===== src/rtl/mem_ctrl.sv =====
// mem_ctrl: byte-serial controller that owns the single 8-bit RAM port.
// It serves instruction fetches (IF) and load/store requests (MEM) and
// assembles or splits 32-bit words little-endian, one byte per RAM access.
// A completed access is reported with a one-cycle done pulse to its owner.
//
// Ports:
//   clk, rst                 clock (rising edge), asynchronous active-low reset
//   if_req/addr/flush_IF_i   fetch request, byte address, abandon-fetch
//   if_inst_IF_o/done_IF_o   fetched word, one-cycle completion pulse
//   mem_req/we/len/addr/wdata_MEM_i  load/store request (len 00 B, 01 H, 1x W)
//   mem_rdata_MEM_o/done_MEM_o       zero-extended load data, completion pulse
//   busy_STALLER_o           high whenever not IDLE
//   ram_addr/wdata/wr_RAM_o  RAM byte address, write byte, write strobe
//   ram_data_RAM_i           RAM read byte, captured RD_LAT cycles after address
module mem_ctrl #(
  parameter int unsigned RD_LAT = 2
) (
  input  logic        clk,
  input  logic        rst,
  input  logic        if_req_IF_i,
  input  logic [31:0] if_addr_IF_i,
  input  logic        if_flush_IF_i,
  output logic [31:0] if_inst_IF_o,
  output logic        if_done_IF_o,
  input  logic        mem_req_MEM_i,
  input  logic        mem_we_MEM_i,
  input  logic [1:0]  mem_len_MEM_i,
  input  logic [31:0] mem_addr_MEM_i,
  input  logic [31:0] mem_wdata_MEM_i,
  output logic [31:0] mem_rdata_MEM_o,
  output logic        mem_done_MEM_o,
  output logic        busy_STALLER_o,
  output logic [31:0] ram_addr_RAM_o,
  output logic [7:0]  ram_wdata_RAM_o,
  output logic        ram_wr_RAM_o,
  input  logic [7:0]  ram_data_RAM_i
);

  typedef enum logic [1:0] {IDLE, RD, WR, DONE} state_t;

  localparam logic [3:0] LAT_M1 = 4'(RD_LAT - 1);

  state_t      state;
  logic        own_mem;
  logic [31:0] addr_q;
  logic [31:0] wdata_q;
  logic [31:0] rbuf;
  logic [1:0]  k;
  logic [1:0]  last_k;
  logic [3:0]  wcnt;

  logic [1:0]  k_nxt;
  logic [31:0] word_nxt;

  // Result word with the byte currently on the RAM bus merged into slot k;
  // used both for the running buffer and for the final output update.
  always_comb begin
    k_nxt    = k + 2'd1;
    word_nxt = rbuf;
    word_nxt[8*k +: 8] = ram_data_RAM_i;
  end

  always_ff @(posedge clk or negedge rst) begin
    if (!rst) begin
      state           <= IDLE;
      own_mem         <= 1'b0;
      addr_q          <= '0;
      wdata_q         <= '0;
      rbuf            <= '0;
      k               <= '0;
      last_k          <= '0;
      wcnt            <= '0;
      if_inst_IF_o    <= '0;
      if_done_IF_o    <= 1'b0;
      mem_rdata_MEM_o <= '0;
      mem_done_MEM_o  <= 1'b0;
      busy_STALLER_o  <= 1'b0;
      ram_addr_RAM_o  <= '0;
      ram_wdata_RAM_o <= '0;
      ram_wr_RAM_o    <= 1'b0;
    end else begin
      case (state)
        IDLE: begin
          k    <= '0;
          wcnt <= '0;
          rbuf <= '0;
          if (mem_req_MEM_i) begin
            own_mem        <= 1'b1;
            addr_q         <= mem_addr_MEM_i;
            wdata_q        <= mem_wdata_MEM_i;
            last_k         <= (mem_len_MEM_i == 2'b00) ? 2'd0 :
                              (mem_len_MEM_i == 2'b01) ? 2'd1 : 2'd3;
            ram_addr_RAM_o <= mem_addr_MEM_i;
            busy_STALLER_o <= 1'b1;
            if (mem_we_MEM_i) begin
              state           <= WR;
              ram_wr_RAM_o    <= 1'b1;
              ram_wdata_RAM_o <= mem_wdata_MEM_i[7:0];
            end else begin
              state <= RD;
            end
          end else if (if_req_IF_i && !if_flush_IF_i) begin
            own_mem        <= 1'b0;
            addr_q         <= if_addr_IF_i;
            last_k         <= 2'd3;
            ram_addr_RAM_o <= if_addr_IF_i;
            busy_STALLER_o <= 1'b1;
            state          <= RD;
          end
        end

        RD: begin
          if (!own_mem && if_flush_IF_i) begin
            state          <= IDLE;
            busy_STALLER_o <= 1'b0;
          end else if (wcnt == LAT_M1) begin
            rbuf <= word_nxt;
            if (k == last_k) begin
              state <= DONE;
              if (own_mem) begin
                mem_rdata_MEM_o <= word_nxt;
                mem_done_MEM_o  <= 1'b1;
              end else begin
                if_inst_IF_o <= word_nxt;
                if_done_IF_o <= 1'b1;
              end
            end else begin
              k              <= k_nxt;
              wcnt           <= '0;
              ram_addr_RAM_o <= addr_q + {30'b0, k_nxt};
            end
          end else begin
            wcnt <= wcnt + 4'd1;
          end
        end

        WR: begin
          if (k == last_k) begin
            state          <= DONE;
            ram_wr_RAM_o   <= 1'b0;
            mem_done_MEM_o <= 1'b1;
          end else begin
            k               <= k_nxt;
            ram_addr_RAM_o  <= addr_q + {30'b0, k_nxt};
            ram_wdata_RAM_o <= wdata_q[8*k_nxt +: 8];
          end
        end

        DONE: begin
          if_done_IF_o   <= 1'b0;
          mem_done_MEM_o <= 1'b0;
          busy_STALLER_o <= 1'b0;
          state          <= IDLE;
        end

        default: state <= IDLE;
      endcase
    end
  end

endmodule


===== config.mk =====
export PLATFORM = sky130hd
export DESIGN_NAME = mem_ctrl
export DESIGN_NICKNAME = d
export VERILOG_FILES = /design/src/rtl/mem_ctrl.sv
export SDC_FILE = /design/constraint.sdc
export NUM_CORES = 1
export LEC_CHECK = 0
export ABC_CLOCK_PERIOD_IN_PS = 4700
export BUFFER_PORTS_ARGS = -buffer_cell sky130_fd_sc_hd__buf_4
export CORE_MARGIN = 3
export CORE_UTILIZATION = 50
export DETAILED_ROUTE_END_ITERATION = 10
export GPL_TIMING_DRIVEN = 0
export PLACE_DENSITY = 0.76
export SLEW_MARGIN = 20
export SYNTH_ARGS = -nofsm -noshare
export SYNTH_HDL_FRONTEND = slang
export SYNTH_SLANG_ARGS = --single-unit
export TNS_END_PERCENT = 50

===== constraint.sdc =====
create_clock -name clk -period 4.7 [get_ports clk]
set_input_delay 0.235 -clock clk [delete_from_list [all_inputs] [get_ports clk]]
set_output_delay 0.235 -clock clk [all_outputs]
set_load 0.05 [all_outputs]

==> reports/results.tsv, run 1 <==
metric	value	unit
synth_area	0.0102	mm²
fmax	317	MHz
route.detailed.drc	0	
swShare	0.457	
netlist.area_leader.share	0.526	
p_int	0.00534	W
cts_tree	yes	
synth_flop_cell	dfrtp_1	
synth.avg_cell_area	10.4	µm²
ys_ff_latch	215	
dp_hpwl	20.2	mm
coreArea	0.0198	mm²
ys_types	68	
firstDrtPassIters	5	
outcome	complete, no violations	
grtUsageTotal	0.256	
skew	11.8	ps
detail-route-antenna-nets	0	
grt_max_degree	94	
io_buffers	210	
path_clk_slew	60	ps
synth_fp_nets	1112	
cp.arrival	3550	ps
pre_cts_slack	1590	ps
areaGrowthSynthToFinish	30.2	%
min-delay-start	if_addr_IF_i[20]	
cts_root_buf	clkbuf_16	
min_to	addr_q[20]	
clk_latency	510	ps
die-width	149	µm
drv_cap	0	
row_count	51	
reg2reg_from	k[0]	
finalSetupViolations	0	
fin_crit	3150	ps
antenna_found_initial	1	
start_kind	flop	
synth.most_common_cell	dfrtp_1	
drv_slew	0	
required	5100	ps
timing.final.crit_share	0.671	
r2r_cells	9	
setup_slack	1550	ps
grt_pass1_wl	45.9	mm
nNetsFinal	1383	
relSlewSlack	0.328	
crit_path_end_kind	flop	
numCtsBuffers	22	
power_switching	0.00450	W
hold_viol	0	
syn_inst	985	
synth_commonest_cells	215 x dfrtp_1, 121 x a21oi_1, 107 x nor2_1, 95 x nand2_1, 45 x o21ai_0	
boundaryPins	220	
start_util	0.517	
grt_overflow	0	
yosys_warnings	0	
fp.dieH	149	µm
power_frac_clock	0.186	
wirelength	28.9	mm
r2r_slack	1550	ps
htree_num_levels	1	
grt_pass1_vias	8711	
worstHoldPathType	primary input to flop	
pwr-share-seq	0.308	
rsz0062_at_grt	false	
gp_congestion	0.853	
cts_buffer_depth	3	
synth_edf_count	0	
async_flop_share	1.00	
cp_max_fo	6	
p_leak	6.14	nW
synth_area_leaders	dfrtp_1 53%, a21oi_1 5.9%, mux2i_1 4.1%	
irDropWorstVdd	0.428	mV
power_frac_comb	0.506	
synth_area_leader_cell	dfrtp_1	
finalSetupTns	0	ps
worstMarginPinSlew	1010	ps
yosysSeqAreaShare	0.526	
clock_sinks	215	
dieArea	0.0222	mm²
drt_iter0_markers	671	
whs_path_depth	3	
route.detailed.wl_per_inst	18.8	µm
cts_resized	0	
drive_gt1_frac	0.261	
worst-setup-path-type	flop to flop	
power_density	739	mW/mm²
viasPerCell	5.61	
dr_total_vias	8624	
r2r_end	ram_addr_RAM_o[29]	
## power by group through the flow
stage	clock [W]	combinational (W)	sequential, W
2_1_floorplan	0	0.00232	0.00410
3_3_place_gp	0	0.00481	0.00301
3_5_place_dp	0	0.00491	0.00304
4_1_cts	0.00185	0.00497	0.00302
5_1_grt	0.00193	0.00536	0.00310
6_report	0.00182	0.00498	0.00303
## metrics by stage
stage	power, W	area (µm²)	utilization	cells	hold slack, ps
after global routing	0.0104	13300	0.673	1536	53.2
after CTS	0.00984	13300	0.672	1535	30.2
after floorplan	0.00642	10200	-	985	-60.6
after global placement	0.00782	12100	0.613	1460	463
after detailed placement	0.00795	12200	0.617	1462	306
final	0.00984	13300	0.673	1537	36.5
## critical path: stages (launching register included)
cell and delay (ps):
dfrtp_1 400, buf_4 180, inv_1 200, ha_1 360, ha_1 310, a21oi_1 140
nor2_1 530, nand3_1 260, or3_1 400, a32o_1 250
## per-layer routing
layer,track usage,up-vias,wire [µm]
met2,0.431,347,14300
met3,0.0547,53,2190
met4,0.0764,0,607
met5,0,-,0
li1,-,4026,-
met1,0.336,4198,11800
## logic make-up after synthesis
group | after synthesis | share of synthesized area
buffers and inverters | 73 | 0.0311
xor gates and xnor gates | 26 | 0.0237
muxes | 86 | 0.0984
and+or+nand+nor | 310 | 0.146
AOI/OAI and AO/OA | 260 | 0.156
adders and majority gates | 15 | 0.0191
DFF | 215 | 0.526
## layout by cell type (no fill, tap or decap), types with 8 or more instances in the layout
cell	synthesis	layout
nand4_1	8	8
o211ai_1	10	10
a21oi_1	121	121
dfrtp_1	215	215
buf_2	16	16
nor2b_1	34	34
mux2i_1	42	42
nand2_1	95	95
mux2_2	35	35
nand3_1	13	13
inv_1	10	10
clkbuf_16	0	23
o21ai_1	15	15
a22o_1	34	34
xor2_1	20	20
ha_1	14	14
nor2_1	107	107
mux4_2	8	8
dlygate4sd3_1	0	35
or3_1	8	8
o21ai_0	45	45
clkbuf_1	26	30
buf_4	6	215
and3_1	11	11
buf_1	13	13
## registers in the layout, indices dropped and copies added (netlist names)
name and flops:
addr_q 32, busy_STALLER_o 1, if_done_IF_o 1, if_inst_IF_o 32, k 2, last_k 2, mem_done_MEM_o 1, mem_rdata_MEM_o 32
own_mem 1, ram_addr_RAM_o 32, ram_wdata_RAM_o 8, ram_wr_RAM_o 1, rbuf 32, state 2, wcnt 4, wdata_q 32
## final cells by class
class                           instances  area, µm²
Inverter                               11       41.3
Clock buffer                           34        687
Timing Repair Buffer                  247       1990
Sequential cell                       215       5380
Buffer                                 62        277
Fill cell                            1579       6470
Multi-Input combinational cell        697       4530
Antenna cell                            2       5.00
Tap cell                              265        332
Clock inverter                          4       70.1
## worst max-delay path by stage
stage          cells past startpoint  slack (ps)                 end  startpoint
2_1_floorplan                      9        2140  ram_addr_RAM_o[29]        k[0]
3_3_place_gp                       9        1660  ram_addr_RAM_o[29]        k[0]
3_5_place_dp                       9        1590  ram_addr_RAM_o[29]        k[0]
4_1_cts                            9        1590  ram_addr_RAM_o[29]        k[0]
5_1_grt                            9        1340  ram_addr_RAM_o[29]        k[0]
6_report                           9        1550  ram_addr_RAM_o[29]        k[0]
## what timing repair did
action | CTS | global route
buffers inserted | 0 | 0
hold buffers | 35 | 0
endpoints found under the hold margin | 126 | 0
endpoints found under the setup margin | 0 | 0
Power figures use the tool's default switching activity.
==> inputs of run 2 (changes only) <==
--- a/config.mk
+++ b/config.mk
@@ -5,7 +5,7 @@
 export SDC_FILE = /design/constraint.sdc
 export NUM_CORES = 1
 export LEC_CHECK = 0
-export ABC_CLOCK_PERIOD_IN_PS = 4700
+export ABC_CLOCK_PERIOD_IN_PS = 3100
 export BUFFER_PORTS_ARGS = -buffer_cell sky130_fd_sc_hd__buf_4
 export CORE_MARGIN = 3
 export CORE_UTILIZATION = 50
==> constraint.sdc (replaced) <==
create_clock -name clk -period 3.1 [get_ports clk]
set_input_delay 0.155 -clock clk [delete_from_list [all_inputs] [get_ports clk]]
set_output_delay 0.155 -clock clk [all_outputs]
set_load 0.05 [all_outputs]
==> reports/results.tsv, run 2 (synthesized netlist as in run 1, its figures left out) <==
metric	value	unit	change
irDropWorstVdd	0.601	mV	+40%
clk_latency	510	ps	about the same
crit_path_end_kind	flop		
path_cells	buf_4 -> inv_1 -> ha_2 -> ha_1 -> a21oi_1 -> nor4_2 -> and4b_1 -> o21ai_0 -> a21oi_1		
cts_buffer_depth	3		unchanged
worstMarginPinSlew	1020	ps	+16.5 ps
drv_slew	0		unchanged
fp.dieH	149	µm	unchanged
p_int	0.00815	W	+53%
worst-setup-path-type	flop to flop		
min-delay-start	if_addr_IF_i[10]		
grt_pass1_vias	8877		+1.9%
ff_latch_area	0.00538	mm²	unchanged
numCtsBuffers	22		unchanged
drive_gt1_frac	0.256		-0.00589
start_util	0.517		unchanged
design_area	0.0137	mm²	+3.2%
boundaryPins	220		unchanged
crit_path_top_delay_cell	nor4_2		
power_frac_comb	0.509		+0.003
critPathMaxStageDelay	660	ps	+130 ps
cp_max_fo	7		+1
dr_wl_met2	14.9	mm	+4.3%
path_buf_inv	2		unchanged
antenna_found_initial	1		unchanged
required	3520	ps	-1580 ps
gp_congestion	0.853		unchanged
grt_overflow	0		unchanged
reg2reg_from	k[0]		
areaGrowthSynthToFinish	34.3	%	
pwr-share-seq	0.306		-0.002
whs_path_depth	3		unchanged
outcome	complete, no violations		
finalSetupViolations	0		unchanged
fin_cells	1578		+2.7%
cp.arrival	3380	ps	-170 ps
path_depth	9		unchanged
route.detailed.drc	0		unchanged
io_buffers	210		unchanged
worstHoldPathType	primary input to flop		
path_clk_slew	60	ps	about the same
cpMostUsedCell	a21oi_1		
drt_iter0_markers	787		+17%
route.detailed.wl_per_inst	18.9	µm	+0.70%
start_kind	flop		
grtUsageTotal	0.265		+0.00858
dp.cells	1462		unchanged
top_layer	met4		
die-width	149	µm	unchanged
m1WireLength	12.1	mm	+2.0%
fmax	339	MHz	+6.8%
dr_total_vias	8898		+3.2%
fin_crit	2950	ps	-201 ps
swShare	0.459		+0.00152
timing.final.crit_share	0.952		+0.281
power_switching	0.00690	W	+54%
detail-route-antenna-nets	0		unchanged
clock_sinks	215		unchanged
fin_util	0.694		+0.0213
mostFrequentLayoutCells	215 x buf_4, 215 x dfrtp_1, 121 x a21oi_1		
row_count	51		unchanged
dr_wl_met3	2.29	mm	+4.3%
cts_root_buf	clkbuf_16		
p_leak	6.31	nW	+2.8%
hold_viol	0		unchanged
r2r_slack	150	ps	-1400 ps
crit_start	k[0]		
power_density	1100	mW/mm²	+48%
crit_family	simple AND/OR/NAND/NOR gates		
dpl_cell_area	0.0122	mm²	unchanged
multi_input_area	0.00454	mm²	+0.22%
rsz0062_at_grt	true		
wirelength	29.9	mm	+3.4%
grt_pass1_wl	47.3	mm	+3.0%
power_frac_clock	0.184		-0.002
drv_cap	0		unchanged
dp_hpwl	20.2	mm	unchanged
relSlewSlack	0.317		-0.0110
nNetsFinal	1424		+3.0%
cts_tree	yes		
firstDrtPassIters	5		unchanged
p_total	0.0150	W	+53%
htree_num_levels	1		unchanged
grt_max_degree	94		unchanged
r2r_cells	9		unchanged
skew	11.5	ps	-0.249 ps
coreArea	0.0198	mm²	unchanged
min_to	addr_q[10]		
r2r_end	ram_addr_RAM_o[27]		
postCtsSetupRepairBufs	0		unchanged
viasPerCell	5.64		+0.50%
fill_cells	1521		-3.7%
dieArea	0.0222	mm²	unchanged
run 2: layout make-up:
| type | instances | area share |
|---|---|---|
| Clock inverter | 4 | 0.00510 |
| Timing Repair Buffer | 288 | 0.175 |
| Buffer | 62 | 0.0201 |
| Multi-Input combinational cell | 697 | 0.331 |
| Clock buffer | 34 | 0.0500 |
| Tap cell | 265 | 0.0241 |
| Inverter | 11 | 0.00301 |
| Sequential cell | 215 | 0.392 |
| Antenna cell | 2 | 0.000364 |
run 2: worst min-delay path, stage by stage:
cell and delay [ps]:
buf_4 80, mux2i_1 90, o21ai_0 150
run 2: through the flow:
| step | hold slack (ps) | setup TNS, ps | setup WS (ps) |
|---|---|---|---|
| after global placement | 389 | 0 | 62.3 |
| after floorplan | -141 | 0 | 544 |
| after global routing | 47.5 | -61.5 | -33.2 |
| after detailed placement | 226 | -9.88 | -9.88 |
| after CTS | 1.01 | 0 | 39.2 |
| final | 6.40 | 0 | 148 |
run 2: worst max-delay path by stage:
stage / to / slack (ps)
6_report: ram_addr_RAM_o[27] / 150
2_1_floorplan: ram_addr_RAM_o[29] / 540
5_1_grt: ram_addr_RAM_o[29] / -30
4_1_cts: rbuf[6] / 40
3_3_place_gp: ram_addr_RAM_o[29] / 60
3_5_place_dp: ram_addr_RAM_o[29] / -10
run 2: per-layer routing:
| metal | vias up | global-route usage |
|---|---|---|
| met5 | - | 0 |
| met2 | 357 | 0.449 |
| met3 | 52 | 0.0589 |
| met1 | 4374 | 0.344 |
| met4 | 0 | 0.0787 |
| li1 | 4115 | - |
run 2: what timing repair did:
action | 4_1_cts | 5_1_grt
hold buffers | 76 | 0
resized for setup | 1 | 2
pin swaps | 0 | 1
cloned | 0 | 0
hold endpoints to repair | 156 | 0
endpoints found under the setup margin | 1 | 22
run 2: power by group through the flow:
stage / sequential, W / combinational (W) / clock (W)
final: 0.00461 / 0.00766 / 0.00278
after global routing: 0.00471 / 0.00823 / 0.00294
after CTS: 0.00457 / 0.00759 / 0.00280
after detailed placement: 0.00461 / 0.00744 / 0
after global placement: 0.00457 / 0.00729 / 0
after floorplan: 0.00621 / 0.00352 / 0
